<file path="src/rtl/alu_pkg.sv">
// Shared types for the ALU-sharing arbiter: ALU opcodes, FSM states,
// and the saturating completion-counter helper.
package alu_pkg;

    typedef enum logic [1:0] {
        ADD = 2'b00,
        SUB = 2'b01,
        AND = 2'b10,
        OR  = 2'b11
    } alu_op_t;

    typedef enum logic [1:0] {
        IDLE,
        EXEC,
        RESP
    } state_t;

    localparam int OPS_W = 16;

    function automatic logic [OPS_W-1:0] sat_inc(input logic [OPS_W-1:0] v);
        return (&v) ? v : v + 1'b1;
    endfunction

endpackage

</file>
<file path="src/rtl/rr_arbiter.sv">
// Combinational round-robin arbiter: one-hot grant to the first requester
// found scanning upward from ptr, wrapping modulo N.
module rr_arbiter #(
    parameter int N = 4,
    localparam int PW = $clog2(N)
) (
    input  logic [N-1:0]  req,
    input  logic [PW-1:0] ptr,
    output logic [N-1:0]  grant
);

    logic [N-1:0]   rot;
    logic [N-1:0]   rot_grant;
    logic [2*N-1:0] grant_dbl;

    // Rotate so ptr sits at bit 0, pick the lowest set bit, rotate back.
    always_comb begin
        // NOTE: every always_comb output gets a default first so no path leaves it unassigned (no latch).
        rot_grant = '0;
        rot       = N'({req, req} >> ptr);
        for (int k = N - 1; k >= 0; k--) begin
            if (rot[k]) rot_grant = N'(1) << k;
        end
        grant_dbl = {{N{1'b0}}, rot_grant} << ptr;
        grant     = grant_dbl[N-1:0] | grant_dbl[2*N-1:N];
    end

endmodule

</file>
<file path="src/rtl/alu_share_arbiter.sv">
// Shares one external ALU among NUM_REQ requesters: round-robin accept,
// one execute cycle, then an id-tagged response held until consumed.
module alu_share_arbiter
    import alu_pkg::*;
#(
    parameter int NUM_REQ = 4,
    parameter int WIDTH   = 32,
    localparam int ID_W   = $clog2(NUM_REQ)
) (
    input  logic                       clk,
    input  logic                       reset,
    input  logic [NUM_REQ-1:0]         req_valid,
    output logic [NUM_REQ-1:0]         req_ready,
    input  logic [NUM_REQ*WIDTH-1:0]   req_a,
    input  logic [NUM_REQ*WIDTH-1:0]   req_b,
    input  logic [NUM_REQ*2-1:0]       req_op,
    output logic [WIDTH-1:0]           alu_a,
    output logic [WIDTH-1:0]           alu_b,
    output logic [1:0]                 alu_control,
    input  logic [WIDTH-1:0]           alu_result,
    output logic                       rsp_valid,
    input  logic                       rsp_ready,
    output logic [ID_W-1:0]            rsp_id,
    output logic [WIDTH-1:0]           rsp_result,
    output logic [OPS_W-1:0]           ops_done
);

    state_t            state, state_nxt;
    logic [ID_W-1:0]   ptr, ptr_nxt, sel_id;
    logic [NUM_REQ-1:0] grant;
    logic [WIDTH-1:0]  sel_a, sel_b;
    logic [1:0]        sel_op;
    logic              accept;
    alu_op_t           op_q;

    rr_arbiter #(.N(NUM_REQ)) u_arb (
        .req   (req_valid),
        .ptr   (ptr),
        .grant (grant)
    );

    always_comb begin
        sel_a  = '0;
        sel_b  = '0;
        sel_op = '0;
        sel_id = '0;
        for (int i = 0; i < NUM_REQ; i++) begin
            if (grant[i]) begin
                sel_a  = req_a[i*WIDTH +: WIDTH];
                sel_b  = req_b[i*WIDTH +: WIDTH];
                sel_op = req_op[i*2 +: 2];
                sel_id = ID_W'(i);
            end
        end
    end

    assign ptr_nxt     = (sel_id == ID_W'(NUM_REQ - 1)) ? '0 : sel_id + 1'b1;
    assign alu_control = op_q;

    always_comb begin
        state_nxt = state;
        req_ready = '0;
        accept    = 1'b0;
        case (state)
            IDLE: begin
                req_ready = grant;
                accept    = |req_valid;
                if (accept) state_nxt = EXEC;
            end
            EXEC:    state_nxt = RESP;
            RESP:    if (rsp_ready) state_nxt = IDLE;
            default: state_nxt = IDLE;
        endcase
    end

    // NOTE: sequential state uses non-blocking assignments so every register samples pre-edge values.
    always_ff @(posedge clk or posedge reset) begin
        if (reset) begin
            state      <= IDLE;
            ptr        <= '0;
            alu_a      <= '0;
            alu_b      <= '0;
            op_q       <= ADD;
            rsp_id     <= '0;
            rsp_result <= '0;
            rsp_valid  <= 1'b0;
            ops_done   <= '0;
        end else begin
            state <= state_nxt;
            if (accept) begin
                alu_a  <= sel_a;
                alu_b  <= sel_b;
                op_q   <= alu_op_t'(sel_op);
                rsp_id <= sel_id;
                ptr    <= ptr_nxt;
            end
            if (state == EXEC) begin
                rsp_result <= alu_result;
                rsp_valid  <= 1'b1;
            end
            if (state == RESP && rsp_ready) begin
                rsp_valid <= 1'b0;
                ops_done  <= sat_inc(ops_done);
            end
        end
    end

endmodule

</file>
<file path="config.mk">
export PLATFORM = sky130hd
export DESIGN_NAME = alu_share_arbiter
export DESIGN_NICKNAME = d
export VERILOG_FILES = /design/src/rtl/alu_pkg.sv /design/src/rtl/rr_arbiter.sv /design/src/rtl/alu_share_arbiter.sv
export SDC_FILE = /design/constraint.sdc
export NUM_CORES = 1
export LEC_CHECK = 0
export ABC_AREA = 1
export BUFFER_PORTS_ARGS = -buffer_cell sky130_fd_sc_hd__buf_2
export CORE_AREA = 5 5 163 165
export DETAILED_ROUTE_END_ITERATION = 10
export DIE_AREA = 0 0 168 170
export PLACE_DENSITY_LB_ADDON = 0.25
export SYNTH_ARGS = -nofsm -noshare
export SYNTH_HDL_FRONTEND = slang
export SYNTH_HIERARCHICAL = 1
export SYNTH_SLANG_ARGS = --single-unit
</file>
<file path="constraint.sdc">
create_clock -name clk -period 4.4 [get_ports clk]
set_input_delay 0.44 -clock clk [delete_from_list [all_inputs] [get_ports clk]]
set_output_delay 0.44 -clock clk [all_outputs]
set_load 0.01 [all_outputs]
</file>
==> flow_summary_export.csv, run 1 <==
group,metric,value,unit
run_status,outcome,"finished, final reports clean",
route,via_per_inst,4.64,
clock_tree,htreeDepth,4,
yosys,seq_area_frac_synth,41.6,%
sta,fin_skew,0.00826,ns
worst_setup_path,worstSetupStartpointType,"flip-flop",
worst_setup_path,crit_top_cell,"nand2_1",
yosys,synth_compound_area_share,10.2,%
cells_and_area,nNetsFinal,1727,
clock_tree,cts_made_buffers,17,
global_routing,track_usage,19.2,%
cells_and_area,final_common_cell,"nand2_1",
die,coreArea,0.0249,sq mm
cells_and_area,syn_to_final_growth,39.7,%
yosys,synth_mux_area_share,4.95,%
power,ir_worst_vdd,0.443,mV
global_routing,grt-ovfl-total,0,
die,pin_count,424,
route,postRouteWirelength,28600,um
route,ant_nets,0,
clock_tree,clockBufferDepth,2,
route,drt_iter0_markers,439,
hold_path,hp-class,"in -> async",
clock_tree,post_cts_buffers,0,
sta,fin_crit,3.20,ns
cells_and_area,layout_common_cells,"491 x nand2_1, 423 x buf_2, 121 x dfrtp_1",
sta,setup_ws,1.20,ns
sta,finalSetupViolCount,0,
sta,finalSetupTns,0,ns
yosys,synth_fa_ha_area_share,0.172,%
clock_tree,cts_resized,0,
global_routing,antenna_found_initial,5,
cells_and_area,layout-drive-gt1-share,37.0,%
yosys,syn_inst,1035,
worst_setup_path,reg2reg_depth,17,
yosys,synth-xor-area-share,0.722,%
global_routing,first_global_vias,8136,
yosys,syn-num-nets,1339,
worst_setup_path,criticalPathCategory,"reg -> out",
worst_setup_path,worstPathArrival,2.76,ns
clock_tree,clk_pin_slew,0.06,ns
yosys,syn_area,0.00728,sq mm
route,wl_per_cell,16.1,um
die,die_w,168,um
clock_tree,clk_latency,0.41,ns
sta,hold_violations,0,
worst_setup_path,cp_max_fo,69,
global_routing,grt_max_degree,71,
cells_and_area,fin_cells,1770,
run,cap_violations,0,
clock_tree,cts_root_buf,"clkbuf_16",
route,num_vias,8206,
global_routing,grt_pass1_wl,43800,um
placement,port_buffers,423,
sta,finalMaxSlewViolations,0,
worst_setup_path,end_kind,"output port",
worst_setup_path,crit_chain,"inv_6 > nand2_1 > nand3_1 > nand2_2 > inv_1 > nand2_1 > nand2_1 > nand3_1 > nand3_4 > inv_2 > buf_4 > nor2_1 > buf_2",
yosys,synth_cell_types,30,
yosys,syn_area_per_cell,7.03,sq um
sta,max_freq,313,MHz
yosys,synth_top_family_by_area,"simple AND/OR/NAND/NOR gates",
worst_setup_path,cp_slowest_cell,"dfrtp_1",
worst_setup_path,max_stage_delay,0.62,ns
placement,dp.cells,1734,
sta,tightestPinTransition,1.19,ns
power,p_leak,5.60,nW
clock_tree,cts_hold_buf,0,
clock_tree,cts.sinks,121,
power,p_per_area,763,mW/mm^2
yosys,synth_top_cell_by_area,"dfrtp_1",
route,drc,0,
yosys,yosysWarnings,6,
worst_setup_path,crit_required,3.96,ns
yosys,synth_top_area_share,41.6,%
placement,dp_slack,1.29,ns
sta,rsz0062_at_grt,"false",
cells_and_area,final_area,0.0102,sq mm
sta,relSlewSlack,20.6,%
die,die_height,170,um
clock_tree,cts_tree,"yes",
route,dr.pass1.iters,5,
die,dieArea,0.0286,sq mm
sta,period_share,72.6,%
yosys,synth-seq-cells,121,
placement,place_area,0.00958,sq mm
yosys,synth_area_leaders,"dfrtp_1 42%, nand2_1 25%, nand3_1 6.1%, mux2_2 5.0%, a21oi_1 4.6%",
yosys,yosys.area_share.simple,36.2,%
placement,dp_hpwl,21300,um
die,fp-row-count,58,
die,initial_core_util,29.2,%
placement,routabilityCongestion,0.838,
-- synthesized netlist by cell type --
master,n
xnor2_1,6
a21boi_4,1
inv_6,1
dfrtp_1,121
nand3_1,88
mux2_2,32
a21oi_1,67
buf_6,5
buf_1,4
nand3_2,3
buf_2,20
inv_1,23
o21ai_0,33
o21ai_1,40
buf_12,1
nand2_1,493
nor2_1,28
nand2_4,4
o21ai_2,1
nor3_4,1
nand4_1,8
inv_2,3
a22o_1,1
a31oi_1,1
ha_1,1
nor2_2,1
nor2_4,2
nand2_2,11
buf_4,4
clkbuf_1,31
-- flip-flops by register name (all words and copies together) (netlist names), 2 cells and up --
signal and flops:
alu_a 32, alu_b 32, alu_control 2, ops_done 16, ptr 2, rsp_id 2, rsp_result 32, state 2
-- power breakdown --
group          internal, mW  switching [mW]  leakage, nW  total, mW
clock network         0.812           0.536        0.273       1.35
registers              1.59           0.280         1.52       1.87
logic                  1.54            3.00         3.81       4.54
-- metal layers --
metal	global-route usage [%]	vias to the layer above	part of all wire (%)
li1	-	4114	-
met1	23.2	3737	41
met2	33.1	319	50
met3	5.34	36	7.0
met4	6.60	0	2.4
met5	0	-	0
-- stage by stage --
| step | power, mW | util [%] | hold slack [ns] |
|---|---|---|---|
| after floorplan | 5.05 | - | 0.492 |
| after global placement | 6.45 | 38.5 | 0.458 |
| after detailed placement | 6.51 | 38.5 | 0.460 |
| after CTS | 7.90 | 40.8 | 0.0807 |
| after global routing | 8.48 | 40.8 | 0.0856 |
| final | 7.76 | 40.8 | 0.0684 |
-- final timing paths --
kind / endpoint / slack [ns] / start
worst max-delay path: req_ready[2] / 1.20 / ptr[0]
worst min-delay path: alu_b[4] / 0.07 / reset
worst max register to register: alu_a[16] / 1.32 / ptr[0]
worst min register to register: alu_b[12] / 0.47 / alu_b[12]
max in group asynchronous: alu_a[6] / 3.36 / reset
min in group clk: rsp_result[15] / 0.26 / alu_result[15]
-- layout make-up --
| type | instances | area, sq um |
|---|---|---|
| multi-input cells | 822 | 3830 |
| clock inverters | 13 | 121 |
| well taps | 330 | 413 |
| diodes | 4 | 10.0 |
| inverters | 27 | 109 |
| clock buffers | 19 | 453 |
| fillers | 2650 | 14700 |
| repair buffers | 434 | 2200 |
| flip-flops and latches | 121 | 3030 |
-- critical path: cells and delay by family, from the launching register on --
kind                   cells  cell delay, ns
DFF                        1            0.62
and+or+nand+nor            8            0.77
buffers and inverters      5            0.95
-- logic make-up after synthesis --
logic type | count (synthesis)
adder cells (fa/ha/maj) | 1
buffers and inverters | 92
XOR/XNOR | 6
multiplexers | 32
AO/OA/AOI/OAI | 144
AND/OR/NAND/NOR | 639
flip-flops | 121
Note: power is estimated with default switching activity, not from simulation.
==> run 2: changes to the inputs <==
clock period = 2.6 ns   (was 4.4 ns; I/O delays follow)
==> flow_summary_export.csv, run 2 (synthesis gave the netlist of run 1 again) <==
group,metric,value,unit
run_status,outcome,"finished, final reports clean",
sta,fin_crit,2.43,ns
die,pin_count,424,
clock_tree,cts_tree,"yes",
worst_setup_path,criticalPathCategory,"reg -> out",
sta,finalSetupViolCount,0,
sta,tightestPinTransition,0.660,ns
hold_path,hp-class,"in -> reg",
placement,dp_hpwl,21400,um
placement,routabilityCongestion,0.893,
clock_tree,cts_root_buf,"clkbuf_16",
power,p_total,13.7,mW
cells_and_area,syn_to_final_growth,42.8,%
die,dieArea,0.0286,sq mm
power,ir_worst_vdd,0.981,mV
cells_and_area,layout_common_cells,"491 x nand2_1, 423 x buf_2, 119 x dfrtp_1",
cells_and_area,fin_cells,1785,
sta,fin_skew,0.0128,ns
worst_setup_path,worstSetupStartpointType,"flip-flop",
die,coreArea,0.0249,sq mm
route,dr.pass1.iters,5,
cells_and_area,nNetsFinal,1742,
global_routing,grt-ovfl-total,0,
cells_and_area,final_common_cell,"nand2_1",
cells_and_area,fillers,2622,
placement,port_buffers,423,
worst_setup_path,worstPathArrival,2.17,ns
route,num_vias,8234,
sta,hold_violations,0,
global_routing,first_global_vias,8098,
route,ant_nets,0,
global_routing,antenna_found_initial,4,
power,p_per_area,1320,mW/mm^2
clock_tree,clk_pin_slew,0.07,ns
power,p_leak,5.69,nW
worst_setup_path,end_kind,"output port",
placement,dp.cells,1746,
sta,finalMaxSlewViolations,0,
sta,max_freq,412,MHz
worst_setup_path,cp_max_fo,69,
sta,rsz0062_at_grt,"false",
route,postRouteWirelength,29000,um
clock_tree,cts_made_buffers,17,
sta,relSlewSlack,56.0,%
global_routing,track_usage,19.5,%
worst_setup_path,crit_required,2.34,ns
clock_tree,htreeDepth,4,
global_routing,grt_pass1_wl,44300,um
route,wl_per_cell,16.2,um
clock_tree,clk_latency,0.41,ns
die,die_w,168,um
global_routing,grt_max_degree,120,
sta,period_share,93.3,%
cells_and_area,reg_top3,"alu_a x32, alu_b x32, rsp_result x32",
clock_tree,clockBufferDepth,2,
die,die_height,170,um
route,via_per_inst,4.61,
run,cap_violations,0,
clock_tree,cts.sinks,121,
cells_and_area,layout-drive-gt1-share,37.6,%
die,initial_core_util,29.2,%
route,drt_iter0_markers,415,
worst_setup_path,rrSetupSlack,0.25,ns
die,fp-row-count,58,
route,drc,0,
cells_and_area,fin_util,41.7,%
==> run 2: changes by cell type in the layout (fill, tap and decap cells not counted), sizes merged <==
| cell | previous run | this run |
|---|---|---|
| buf | 434 | 447 |
| bufinv | 1 | 2 |
| dlygate4sd3 | 0 | 1 |
| inv | 29 | 28 |
| nor2 | 31 | 32 |
==> run 2: timing repair <==
action / CTS / global route
hold endpoints to repair: 2 / 0
pin swaps: 1 / 1
setup buffers: 1 / 0
gates cloned: 1 / 0
setup endpoints to repair: 14 / 67
hold buffers: 1 / 0
resized for setup: 3 / 4
==> run 2: metrics by stage <==
stage | TNS [ns] | worst slack [ns] | cell area, sq um | hold slack [ns]
finish | 0 | 0.174 | 10400 | 0.0820
global route | 0 | 0.00412 | 10400 | 0.0539
CTS | 0 | 0.0600 | 10400 | 0.0574
detailed placement | -0.000830 | -0.000814 | 9740 | 0.154
global placement | 0 | 0.0404 | 9740 | 0.153
floorplan | 0 | 0.492 | 7280 | 0.411
==> run 2: final timing paths <==
path | from | endpoint | depth (start not counted)
worst min register to register | alu_b[10] | alu_b[10] | 2
worst max register to register | ptr[0] | alu_a[15] | 16
worst max-delay path | ptr[0] | req_ready[2] | 12
min in group asynchronous | reset | rsp_result[14] | 3
worst min-delay path | alu_result[14] | rsp_result[14] | 2
max in group asynchronous | reset | ptr[0] | 4
==> run 2: critical path, cell delays in order (launching register included) <==
cell     delay (ns)
dfrtp_2        0.46
nand2_1        0.10
nand3_1        0.10
nand2_2        0.12
inv_1          0.06
nand2_1        0.06
nand2_1        0.06
nand3_1        0.12
nand3_4        0.08
inv_2          0.08
buf_12         0.26
nor2_1         0.08
buf_2          0.15
==> run 2: power breakdown <==
| part | internal [mW] | switching, mW |
|---|---|---|
| Combinational | 2.95 | 5.28 |
| Sequential | 2.70 | 0.440 |
| Clock | 1.42 | 0.948 |
| Total | 7.07 | 6.67 |
==> run 2: layer usage <==
layer | up-vias | global-route usage (%) | share of wire [%]
met5 | - | 0 | 0
met4 | 0 | 6.14 | 2.4
met3 | 32 | 4.92 | 7.3
met2 | 347 | 32.7 | 49
met1 | 3710 | 24.7 | 41
li1 | 4145 | - | -
==> run 2: area by class of cell <==
| class | count | area [sq um] | share of cell area [%] |
|---|---|---|---|
| clock buffer | 19 | 433 | 4.17 |
| timing repair buffer | 448 | 2400 | 23.1 |
| antenna | 4 | 10.0 | 0.0964 |
| clock inverter | 13 | 148 | 1.42 |
| multi-input combinational | 823 | 3840 | 37.0 |
| tap | 330 | 413 | 3.97 |
| sequential | 121 | 3030 | 29.2 |
| inverter | 27 | 110 | 1.06 |
==> run 3: changes to the inputs <==
ABC_AREA = default   (was 1)
CORE_AREA = 5 5 161 163   (was 5 5 163 165)
DIE_AREA = 0 0 166 168   (was 0 0 168 170)
==> flow_summary_export.csv, run 3 <==
group,metric,value,unit
sta,tightestPinTransition,0.664,ns
yosys,syn_area,0.00635,sq mm
cells_and_area,multiInputGateArea,0.00304,sq mm
placement,dp_hpwl,17800,um
die,dieArea,0.0279,sq mm
sta,fin_skew,0.00971,ns
power,p_total,10.8,mW
worst_setup_path,cp_max_fo,36,
worst_setup_path,criticalPathCategory,"reg -> reg",
global_routing,grt_max_degree,137,
power,swShare,39.6,%
placement,dp_slack,0.251,ns
sta,hold_violations,0,
sta,finalMaxSlewViolations,0,
route,dr.pass1.iters,5,
cells_and_area,reg_top3,"alu_a x32, alu_b x32, rsp_result x32",
clock_tree,cts_root_buf,"clkbuf_16",
die,fp-row-count,57,
worst_setup_path,worstPathArrival,2.72,ns
route,ant_nets,0,
power,power_frac_comb,47.2,%
die,pin_count,424,
power,p_switching,4.27,mW
yosys,yosys.cell_count.top_type,"a22oi_1",
cells_and_area,nNetsFinal,1276,
worst_setup_path,worstSetupStartpointType,"flip-flop",
placement,place_area,0.00880,sq mm
route,via_per_inst,5.00,
yosys,synth-async-reset-ratio,100,%
yosys,synthTopCellsByCount,"132 x a22oi_1, 121 x dfrtp_1, 68 x o21a_1, 66 x o211ai_1, 32 x mux2_2",
run_status,outcome,"finished, final reports clean",
sta,finalSetupViolCount,0,
sta,finalSetupTns,0,ns
route,wl_per_cell,18.7,um
cells_and_area,layout-drive-gt1-share,52.5,%
yosys,yosysWarnings,6,
global_routing,antenna_found_initial,1,
placement,port_buffers,423,
worst_setup_path,crit_required,2.95,ns
clock_tree,cts.sinks,121,
run,cap_violations,0,
global_routing,track_usage,16.3,%
cells_and_area,final_area,0.00942,sq mm
cells_and_area,final_common_cell,"buf_2",
hold_path,hp-class,"in -> async",
sta,hold_slack,0.0580,ns
power,p_clk_share,22.0,%
yosys,syn-num-nets,878,
sta,rsz0062_at_grt,"false",
cells_and_area,fillers,2437,
route,drc,0,
worst_setup_path,end_kind,"flip-flop",
yosys,synth-seq-cells,121,
yosys,synth_top_cell_by_area,"dfrtp_1",
power,ir_worst_vdd,0.470,mV
power,p_leak,4.32,nW
route,num_vias,6544,
clock_tree,htreeDepth,4,
yosys,synth_area_leaders,"dfrtp_1 48%, a22oi_1 16%, o21a_1 8.0%, o211ai_1 7.8%, mux2_2 5.7%",
yosys,synth_edf_count,0,
die,die_w,166,um
cells_and_area,syn_to_final_growth,48.4,%
clock_tree,cts_tree,"yes",
clock_tree,clk_pin_slew,0.07,ns
clock_tree,clk_latency,0.41,ns
yosys,synth_top_area_share,47.7,%
sta,period_share,91.0,%
route,postRouteWirelength,24500,um
cells_and_area,register_area,0.00303,sq mm
yosys,synthFlopType,"dfrtp_1",
die,coreArea,0.0242,sq mm
clock_tree,clockBufferDepth,2,
route,drt_iter0_markers,477,
power,seqPwrFrac,30.8,%
yosys,syn_inst,574,
cells_and_area,fin_util,39.0,%
yosys,seq_area_frac_synth,47.7,%
sta,relSlewSlack,55.7,%
sta,fin_crit,2.37,ns
yosys,synth_cell_types,48,
global_routing,first_global_vias,6494,
power,intPower,6.51,mW
die,die_height,168,um
sta,setup_ws,0.235,ns
cells_and_area,fin_cells,1310,
cells_and_area,layout_common_cells,"423 x buf_2, 132 x a22oi_1, 121 x dfrtp_1",
global_routing,grt-ovfl-total,0,
yosys,syn_area_per_cell,11.1,sq um
placement,routabilityCongestion,0.807,
die,initial_core_util,26.3,%
global_routing,grt_pass1_wl,36800,um
placement,dp.cells,1276,
power,p_per_area,1140,mW/mm^2
sta,max_freq,423,MHz
clock_tree,cts_made_buffers,17,
## run 3: per-layer routing
metal  vias up  global-route usage [%]  routed length [um]  part of all wire (%)
li1       3072                       -                   -                     -
met1      3146                    20.2               10200                    41
met2       304                    27.6               12100                    49
met3        22                    5.53                1940                   7.9
met4         0                    3.69                 325                   1.3
met5         -                       0                   0                     0
## run 3: logic make-up (layout without fill, tap and decap cells)
family          Yosys count  in the layout  share of synthesized area (%)
simple gates             62             62                           6.66
compound gates          284            284                           33.4
flops                   121            121                           47.7
other cells               0              1                              0
xor+xnor                 11             11                           1.52
mux                      33             33                           5.91
buf+inv                  62            473                           4.63
fa+ha+maj                 1              1                          0.197
## run 3: what timing repair did
action | in CTS | in global routing
setup endpoints to repair | 0 | 1
hold buffers | 0 | 0
gates resized for setup | 0 | 1
setup buffers | 0 | 0
endpoints found under the hold margin | 0 | 0
## run 3: cell type report
cell class / instances / share of cell area [%]
well taps: 324 / 4.30
repair buffers: 435 / 24.8
multi-input cells: 391 / 32.3
diodes: 1 / 0.0266
clock buffers: 17 / 4.52
inverters: 6 / 0.305
clock inverters: 15 / 1.66
flip-flops and latches: 121 / 32.1
## run 3: path summary, 6_finish.rpt
kind / start / endpoint / slack (ns) / cells past startpoint
max: ptr[1] / alu_a[27] / 0.23 / 8
min: reset / rsp_result[18] / 0.06 / 3
max reg2reg: ptr[1] / alu_a[27] / 0.23 / 8
min reg2reg: alu_b[18] / alu_b[18] / 0.48 / 1
max in group asynchronous: reset / alu_a[10] / 2.07 / 3
min in group clk: alu_result[28] / rsp_result[28] / 0.08 / 2
## run 3: worst max-delay path, cell delays in order, from the launching register on
cell,delay [ns]
dfrtp_1,0.46
inv_1,0.12
nor2_1,0.05
o31a_2,0.42
nor4b_4,0.36
buf_4,0.46
a22oi_1,0.13
o211ai_1,0.13
o21a_1,0.14
## run 3: power by group through the flow
stage | Combinational [mW] | Clock (mW) | Sequential, mW
floorplan | 2.76 | 0 | 3.71
global placement | 5.07 | 0 | 3.33
detailed placement | 5.11 | 0 | 3.35
CTS | 5.12 | 2.45 | 3.33
global route | 5.56 | 2.54 | 3.45
finish | 5.08 | 2.37 | 3.32
